**src/rtl/pmc_dump_ctrl_if.sv**
```systemverilog
// Stream port of the PMC dump sequencer: one indexed counter word per valid/ready transfer.
interface pmc_dump_ctrl_if #(
  parameter int unsigned CNT_W = 32,
  parameter int unsigned IDX_W = 5
);
  logic             out_valid;
  logic             out_ready;
  logic [IDX_W-1:0] out_idx;
  logic [CNT_W-1:0] out_data;
  logic             out_last;

  modport master (output out_valid, out_idx, out_data, out_last, input out_ready);
  modport slave  (input out_valid, out_idx, out_data, out_last, output out_ready);
endinterface

```
**src/rtl/pmc_dump_ctrl.sv**
```systemverilog
// PMC readout sequencer: snapshots the whole counter bank in one edge, streams it
// word by word, then optionally pulses the bank clear.
module pmc_dump_ctrl #(
  parameter int unsigned NUM_CNT = 25,
  parameter int unsigned CNT_W   = 32,
  parameter int unsigned IDX_W   = 5
) (
  input  logic                     clk,
  input  logic                     reset,
  input  logic                     start_i,
  input  logic                     clear_after_i,
  input  logic [NUM_CNT*CNT_W-1:0] cnt_in_i,
  pmc_dump_ctrl_if.master          dump_if,
  output logic                     busy_o,
  output logic                     pmc_clear_o,
  output logic                     done_o,
  output logic [15:0]              dump_count_o
);

  localparam logic [2:0] S_IDLE   = 3'd0;
  localparam logic [2:0] S_SNAP   = 3'd1;
  localparam logic [2:0] S_STREAM = 3'd2;
  localparam logic [2:0] S_CLEAR  = 3'd3;
  localparam logic [2:0] S_DONE   = 3'd4;

  localparam logic [IDX_W-1:0] LAST_IDX = IDX_W'(NUM_CNT - 1);

  logic [2:0]       state_q, state_d;
  logic             clr_q, clr_d;
  logic [IDX_W-1:0] idx_q, idx_d;
  logic [CNT_W-1:0] data_q, data_d;
  logic             valid_q, valid_d;
  logic             last_q, last_d;
  logic             busy_q, busy_d;
  logic             pmc_clear_q, pmc_clear_d;
  logic             done_q, done_d;
  logic [15:0]      dump_count_q, dump_count_d;
  logic [15:0]      dump_count_inc;
  logic [IDX_W-1:0] idx_nxt;
  logic             snap_load_c;
  logic [CNT_W-1:0] snap_q [NUM_CNT];

  assign idx_nxt        = idx_q + IDX_W'(1);
  assign dump_count_inc = (dump_count_q == 16'hFFFF) ? dump_count_q : dump_count_q + 16'd1;
  assign snap_load_c    = (state_q == S_SNAP);

  // Whole bank captured on the same edge so the dump is a coherent snapshot
  always_ff @(posedge clk or posedge reset) begin
    if (reset) begin
      for (int k = 0; k < int'(NUM_CNT); k++) snap_q[k] <= '0;
    end else if (snap_load_c) begin
      for (int k = 0; k < int'(NUM_CNT); k++) snap_q[k] <= cnt_in_i[k*CNT_W +: CNT_W];
    end
  end

  always_ff @(posedge clk or posedge reset) begin
    if (reset) begin
      state_q      <= S_IDLE;
      clr_q        <= 1'b0;
      idx_q        <= '0;
      data_q       <= '0;
      valid_q      <= 1'b0;
      last_q       <= 1'b0;
      busy_q       <= 1'b0;
      pmc_clear_q  <= 1'b0;
      done_q       <= 1'b0;
      dump_count_q <= '0;
    end else begin
      state_q      <= state_d;
      clr_q        <= clr_d;
      idx_q        <= idx_d;
      data_q       <= data_d;
      valid_q      <= valid_d;
      last_q       <= last_d;
      busy_q       <= busy_d;
      pmc_clear_q  <= pmc_clear_d;
      done_q       <= done_d;
      dump_count_q <= dump_count_d;
    end
  end

  always_comb begin
    state_d      = state_q;
    clr_d        = clr_q;
    idx_d        = idx_q;
    data_d       = data_q;
    valid_d      = valid_q;
    last_d       = last_q;
    pmc_clear_d  = 1'b0;
    done_d       = 1'b0;
    dump_count_d = dump_count_q;

    case (state_q)
      S_IDLE: begin
        clr_d = clear_after_i;
        if (start_i) state_d = S_SNAP;
      end
      // First word comes straight from the bank input, matching what the snapshot takes
      S_SNAP: begin
        state_d = S_STREAM;
        idx_d   = '0;
        data_d  = cnt_in_i[CNT_W-1:0];
        valid_d = 1'b1;
        last_d  = (LAST_IDX == '0);
      end
      S_STREAM: begin
        if (valid_q && dump_if.out_ready) begin
          if (last_q) begin
            valid_d = 1'b0;
            last_d  = 1'b0;
            if (clr_q) begin
              state_d     = S_CLEAR;
              pmc_clear_d = 1'b1;
            end else begin
              state_d      = S_DONE;
              done_d       = 1'b1;
              dump_count_d = dump_count_inc;
            end
          end else begin
            idx_d  = idx_nxt;
            data_d = snap_q[idx_nxt];
            last_d = (idx_nxt == LAST_IDX);
          end
        end
      end
      S_CLEAR: begin
        state_d      = S_DONE;
        done_d       = 1'b1;
        dump_count_d = dump_count_inc;
      end
      S_DONE: state_d = S_IDLE;
      default: state_d = S_IDLE;
    endcase

    busy_d = (state_d != S_IDLE);
  end

  assign dump_if.out_valid = valid_q;
  assign dump_if.out_idx   = idx_q;
  assign dump_if.out_data  = data_q;
  assign dump_if.out_last  = last_q;
  assign busy_o            = busy_q;
  assign pmc_clear_o       = pmc_clear_q;
  assign done_o            = done_q;
  assign dump_count_o      = dump_count_q;

endmodule

```
**src/flat_wrapper.sv**
```systemverilog
// flat-port wrapper written by rule: the top's interface ports become plain ports
module pmc_dump_ctrl_flat 
#(
  parameter int unsigned NUM_CNT = 25,
  parameter int unsigned CNT_W   = 32,
  parameter int unsigned IDX_W   = 5
)
  (clk, reset, start_i, clear_after_i, cnt_in_i, busy_o, pmc_clear_o, done_o, dump_count_o, dump_if_out_valid, dump_if_out_idx, dump_if_out_data, dump_if_out_last, dump_if_out_ready);
  pmc_dump_ctrl_if #(.CNT_W(CNT_W), .IDX_W(IDX_W)) dump_if_i ();
  input  logic clk;
  input  logic reset;
  input  logic start_i;
  input  logic clear_after_i;
  input  logic [NUM_CNT*CNT_W-1:0] cnt_in_i;
  output logic busy_o;
  output logic pmc_clear_o;
  output logic done_o;
  output logic [15:0] dump_count_o;
  output wire logic [$bits(dump_if_i.out_valid)-1:0] dump_if_out_valid;
  output wire logic [$bits(dump_if_i.out_idx)-1:0] dump_if_out_idx;
  output wire logic [$bits(dump_if_i.out_data)-1:0] dump_if_out_data;
  output wire logic [$bits(dump_if_i.out_last)-1:0] dump_if_out_last;
  input wire logic [$bits(dump_if_i.out_ready)-1:0] dump_if_out_ready;
  assign dump_if_out_valid = dump_if_i.out_valid;
  assign dump_if_out_idx = dump_if_i.out_idx;
  assign dump_if_out_data = dump_if_i.out_data;
  assign dump_if_out_last = dump_if_i.out_last;
  assign dump_if_i.out_ready = dump_if_out_ready;
  pmc_dump_ctrl #(.NUM_CNT(NUM_CNT), .CNT_W(CNT_W), .IDX_W(IDX_W)) u_core (.clk(clk), .reset(reset), .start_i(start_i), .clear_after_i(clear_after_i), .cnt_in_i(cnt_in_i), .dump_if(dump_if_i), .busy_o(busy_o), .pmc_clear_o(pmc_clear_o), .done_o(done_o), .dump_count_o(dump_count_o));
endmodule
```
**config.mk**
```make
export PLATFORM = sky130hd
export DESIGN_NAME = pmc_dump_ctrl_flat
export DESIGN_NICKNAME = d
export VERILOG_FILES = /design/src/rtl/pmc_dump_ctrl_if.sv /design/src/rtl/pmc_dump_ctrl.sv /design/src/flat_wrapper.sv
export SDC_FILE = /design/constraint.sdc
export NUM_CORES = 2
export LEC_CHECK = 0
export ABC_AREA = 1
export BUFFER_PORTS_ARGS = -buffer_cell sky130_fd_sc_hd__clkbuf_2
export CAP_MARGIN = 30
export CORE_AREA = 2 2 332 334
export DETAILED_ROUTE_END_ITERATION = 8
export DIE_AREA = 0 0 334 336
export GPL_TIMING_DRIVEN = 0
export PLACE_DENSITY = 0.6
export SYNTH_ARGS = -nofsm -noshare
export SYNTH_HDL_FRONTEND = slang
export SYNTH_SLANG_ARGS = --single-unit
```
**constraint.sdc**
```tcl
create_clock -name clk -period 64.7 [get_ports clk]
set_input_delay 12.94 -clock clk [delete_from_list [all_inputs] [get_ports clk]]
set_output_delay 12.94 -clock clk [all_outputs]
set_load 0.03 [all_outputs]
```
==> Word level (Yosys, flattened, before mapping) <==
Index checks and enable logic that the tools add are counted.
{ "op_classes": {"n_addsub": 2, "n_mul": 0, "n_div": 0, "magnitude_cmp": 1, "eq_ne": 9, "n_shift": 0, "n_mux": 33, "bitwise": 1, "reduce_logical": 9} }
{ "op_table": {"columns": ["cell", "count"], "rows": [
  ["$bmux W32 S5", 1],
  ["$mux W32", 4],
  ["$mux W16", 4],
  ["$pmux W32 S2", 1],
  ["$pmux W16 S2", 1],
  ["$add A16 B1 Y16 const B", 1],
  ["$eq A16 B16 Y1 const B", 1],
  ["$mux W3", 4],
  ["$pmux W3 S4", 1],
  ["$mux W1", 11],
  ["$mux W5", 2],
  ["$pmux W5 S2", 1],
  ["$eq A3 B2 Y1 const B", 2],
  ["$ge A6 B6 Y1 const B", 1],
  ["$not A5 Y6", 1],
  ["$pmux W1 S2", 3],
  ["$reduce_and A3 Y1", 2],
  ["$add A5 B1 Y5 const B", 1],
  ["$eq A5 B5 Y1 const B", 1],
  ["$ne A2 B1 Y1 const B", 2],
  ["$ne A2 B2 Y1 const B", 2],
  ["$reduce_and A4 Y1", 1],
  ["$reduce_bool A2 Y1", 2],
  ["$eq A3 B1 Y1 const B", 1],
  ["other kinds (4)", 4]
]} }
{ "totals": {"register_bits": 862, "latch_bits": 0, "ram_bits": 0, "rom_bits": 0, "in_bits": 805, "out_inout_bits": 58, "wordCells": 90, "n_memories": 0} }

==> Logic depth before layout (Yosys ltp) <==
{ "depth": {"ltp_word": 8, "ltp_mapped": 14, "mapped_depth_nobuf": 11} }

==> Worst setup path after synthesis <==
Ideal clock, no wire load.
{ "synth_path": {"path_type": "input to register", "from": "input dump_if_out_ready", "to": "register u_core.dump_count_q[15], in the netlist u_core.dump_count_o[15]", "setup_time_ps": 120, "arrival_time_ps": 13846, "required_time_ps": 64580, "path_slack_ps": 50734, "cell_stages": 11, "path_buffers": 1, "path_cell_list": "nand2_1 inv_1 nand2_1 inv_1 a21oi_2 nor2_2 nand2_2 inv_2 buf_6 o21ai_1 nand2_1"} }
{ "synth_between": {"elab_chain_cells": 3} }
{ "synth_lines": {"columns": ["item", "line_no", "text"], "rows": [
  ["start: declaration", "flat_wrapper.sv:23", "input wire logic [$bits(dump_if_i.out_ready)-1:0] dump_if_out_ready;"],
  ["$logic_and A1 B1 Y1", "pmc_dump_ctrl.sv:107", "if (valid_q && dump_if.out_ready) begin"],
  ["$ne A2 B1 Y1 (no source line)", null, null],
  ["$reduce_and A4 Y1 (no source line)", null, null],
  ["end signal: assignment", "pmc_dump_ctrl.sv:78", "dump_count_q <= dump_count_d;"],
  ["end: declaration", "pmc_dump_ctrl.sv:37", "logic [15:0] dump_count_q, dump_count_d;"]
]} }
Every way passes these cells.
A chain may end at the register's enable or synchronous reset.

==> Final worst setup path <==
{ "layout_path": {"from": "register u_core.idx_q[1], in the netlist u_core.dump_if.out_idx[1]", "to": "output dump_if_out_idx[1]"} }
{ "layout_rtl": {"columns": ["item", "line_no", "text"], "rows": [
  ["start: declaration", "pmc_dump_ctrl.sv:30", "logic [IDX_W-1:0] idx_q, idx_d;"],
  ["start signal: assignment", "pmc_dump_ctrl.sv:71", "idx_q <= idx_d;"],
  ["end: declaration", "flat_wrapper.sv:20", "output wire logic [$bits(dump_if_i.out_idx)-1:0] dump_if_out_idx;"]
]} }
No word-level cell between the ends.

==> flow_metrics.tcl <==
set metrics [dict create \
    rsz0062_at_grt "no" \
    postCtsHoldBufs 0 \
    drive_gt1_share_pct 19.42 \
    max_stage_delay_ns 0.49 \
    finalWirelength_um 191700 \
    die_w_um 334 \
    syn_area_sq_um 41560 \
    status "finished clean" \
    cts_buffers 98 \
    final_area_sq_um 51390 \
    use_met1_pct 42.55 \
    cts_tree "built" \
    tightest_slew_ns 0.9289 \
    cp_num_buf_inv 1 \
    drt_first_pass_iters 6 \
    fin_util_pct 47.41 \
    dp_hpwl_um 154400 \
    numPortBuffers 862 \
    worstPathCellList "clkbuf_2" \
    yosysWarnings 0 \
    worstHoldPathType "reg2reg" \
    die_height_um 336 \
    finalSetupViolCount 0 \
    ys_seq_elements 862 \
    crit_slowest_cell "dfrtp_1" \
    syn_nets 6488 \
    clock_sinks 862 \
    finClkSkew_ns 0.03051 \
    postCtsSetupRepairBufs 0 \
    clockBufferDepth 3 \
    final_nets 7459 \
    clock_latency_ns 0.70 \
    drt_iter0_markers 3604 \
    dr_total_vias 41370 \
    global_route.usage.met2_pct 55.02 \
    ioPinCount 863 \
    syn_area_per_cell_sq_um 7.317 \
    finalMaxSlewViolations 0 \
    via_per_inst 5.063 \
    synth_area_leaders "dfrtp_1 (52%), nand2_1 (28%), nand3_1 (7.4%), o21ai_0 (3.2%), inv_1 (2.8%)" \
    dpl_cell_area_sq_um 47880 \
    min_period_ns 14.47 \
    grt_max_degree 120 \
    yosysSeqAreaShare_pct 51.90 \
    peakVddDrop_v 0.00002158 \
    syn_inst 5680 \
    critPathMaxFanout 7 \
    grt_usage_pct 33.65 \
    critPathTopFamily "flip-flops" \
    end_kind "output port" \
    yosysTopAreaCell "dfrtp_1" \
    period_share_pct 22.37 \
    slew_headroom_pct 38.07 \
    required_ns 51.76 \
    netlist-cell-type-count 35 \
    cp_data_arrival_time_ns 1.53 \
    grt_pass1_vias 40770 \
    hold_viol_final 0 \
    wl_per_cell_um 23.46 \
    max_cap_viol_count 0 \
    nFillCells 11320 \
    met3_usage_pct 7.497 \
    dieArea_sq_um 112200 \
    drc 0 \
    critical_path_class "reg2out" \
    ctsResizeCount 0 \
    clock_tree.root_cell "clkbuf_16" \
    area_delta_synth_final_pct 23.65 \
    cellPowerDensity_nw_per_um2 60.63 \
    timing.fmax_mhz 69.09 \
    rows 121 \
    synth_top_area_share_pct 51.90 \
    htreeDepth 3 \
    gp_congestion 0.9713 \
    grt_pass1_wl_um 272000 \
    antenna_found_initial 50 \
    leakage_uw 0.02815 \
    core_sq_um 108400 \
    critPathLaunchType "flop" \
    drtAntennaViolNets 0 \
    overflow 0 \
    finalSetupTns_ns 0 \
    clkSlewWorstSetupHoldPaths_ns 0.06 \
    start_util_pct 38.34 \
    busiest_layer "met2" \
]
## kinds of logic (layout without fill, tap and decap cells)
logic type,after synthesis,in the layout,synth area share [%]
AND/OR/NAND/NOR,3812,3812,36.64
flip-flops,862,862,51.90
buffers and inverters,681,1732,7.279
AO/OA/AOI/OAI,308,308,3.778
XOR/XNOR,14,14,0.3131
adder cells (fa/ha/maj),3,3,0.09032
other,0,26,0
## cell usage after synthesis
cell type	n
buf_4	43
nand3_1	618
or2_1	21
nor2_2	4
inv_2	4
nand3b_1	2
buf_6	7
a31oi_1	1
buf_2	202
and2_1	1
nor2_1	10
nor2_4	1
nand4_1	6
inv_4	1
buf_1	1
o21ai_1	4
nor3_1	6
xor2_2	1
inv_1	314
a21oi_1	34
xnor2_1	7
or2_0	7
or2_2	4
nor3b_1	1
xor2_1	6
nor4_1	2
dfrtp_1	862
o21ai_4	2
o22ai_1	1
a21oi_2	1
nand2_1	3126
nand2_2	3
ha_1	3
o21ai_0	265
clkbuf_1	109
## report_power, final
group / internal, uW / leakage [uW] / switching [uW]
Combinational: 453 / 0.0159 / 1130
Sequential: 805 / 0.0106 / 128
Clock: 360 / 0.00169 / 243
## cells in the final DEF (no fill, tap or decap), types with 34 or more instances in the layout
cell and n:
a21oi_1 34, buf_2 202, buf_4 43, clkbuf_1 127
clkbuf_16 100, clkbuf_2 862, dfrtp_1 862, inv_1 313
nand2_1 3126, nand3_1 618, o21ai_0 265
## stage by stage
stage | hold WS, ns | worst slack, ns | power (uW) | instances
after floorplan | 0.4487 | 27.54 | 1868 | 5680
after global placement | 0.4624 | 16.71 | 2477 | 7956
after detailed placement | 0.4653 | 49.80 | 2493 | 7965
after CTS | 0.4811 | 50.22 | 3103 | 8145
after global routing | 0.4936 | 50.20 | 3321 | 8159
final | 0.4778 | 50.23 | 3116 | 8171
## worst min-delay path, cell delays in order, from the launching register on
cell	delay, ns
dfrtp_1	0.34
nand2_1	0.06
nand2_1	0.05
## metal layers
metal  share of wire (%)  vias up
met2                  46     1710
met4                 5.0       42
met1                  40    19760
met3                 8.2      370
li1                    -    19490
met5                0.15        -
## path summary, 6_finish.rpt
check | from | to | slack, ns | depth (start not counted)
hold / removal | u_core.snap_q[705] | u_core.snap_q[705] | 0.48 | 2
min in group asynchronous | reset | u_core.snap_q[207] | 12.19 | 2
setup / recovery | u_core.dump_if.out_idx[1] | dump_if_out_idx[1] | 50.23 | 1
setup reg to reg | u_core.dump_if.out_idx[1] | u_core.dump_if.out_data[8] | 61.59 | 13
hold reg to reg | u_core.snap_q[705] | u_core.snap_q[705] | 0.48 | 2
max in group asynchronous | reset | u_core.snap_q[680] | 50.58 | 5
## flip-flops by register name, indices dropped and copies added (netlist names)
signal / flops
u_core.dump_if.out_data: 32
u_core.clr_q: 1
u_core.dump_count_o: 16
u_core.state_q: 3
u_core.dump_if.out_idx: 5
u_core.pmc_clear_o: 1
u_core.done_o: 1
u_core.snap_q: 800
u_core.dump_if.out_last: 1
u_core.dump_if.out_valid: 1
u_core.busy_o: 1
## area by class of cell
class	instances	area (sq um)	share of cell area, %
clock buffers	136	2818	5.483
inverters	319	1207	2.349
flip-flops and latches	862	21570	41.97
plain buffers	362	1826	3.552
diodes	26	65.06	0.1266
well taps	1414	1769	3.442
repair buffers	871	4546	8.845
multi-input cells	4137	16970	33.01
clock inverters	44	625.6	1.217
Note: power is estimated with default switching activity, not from simulation.
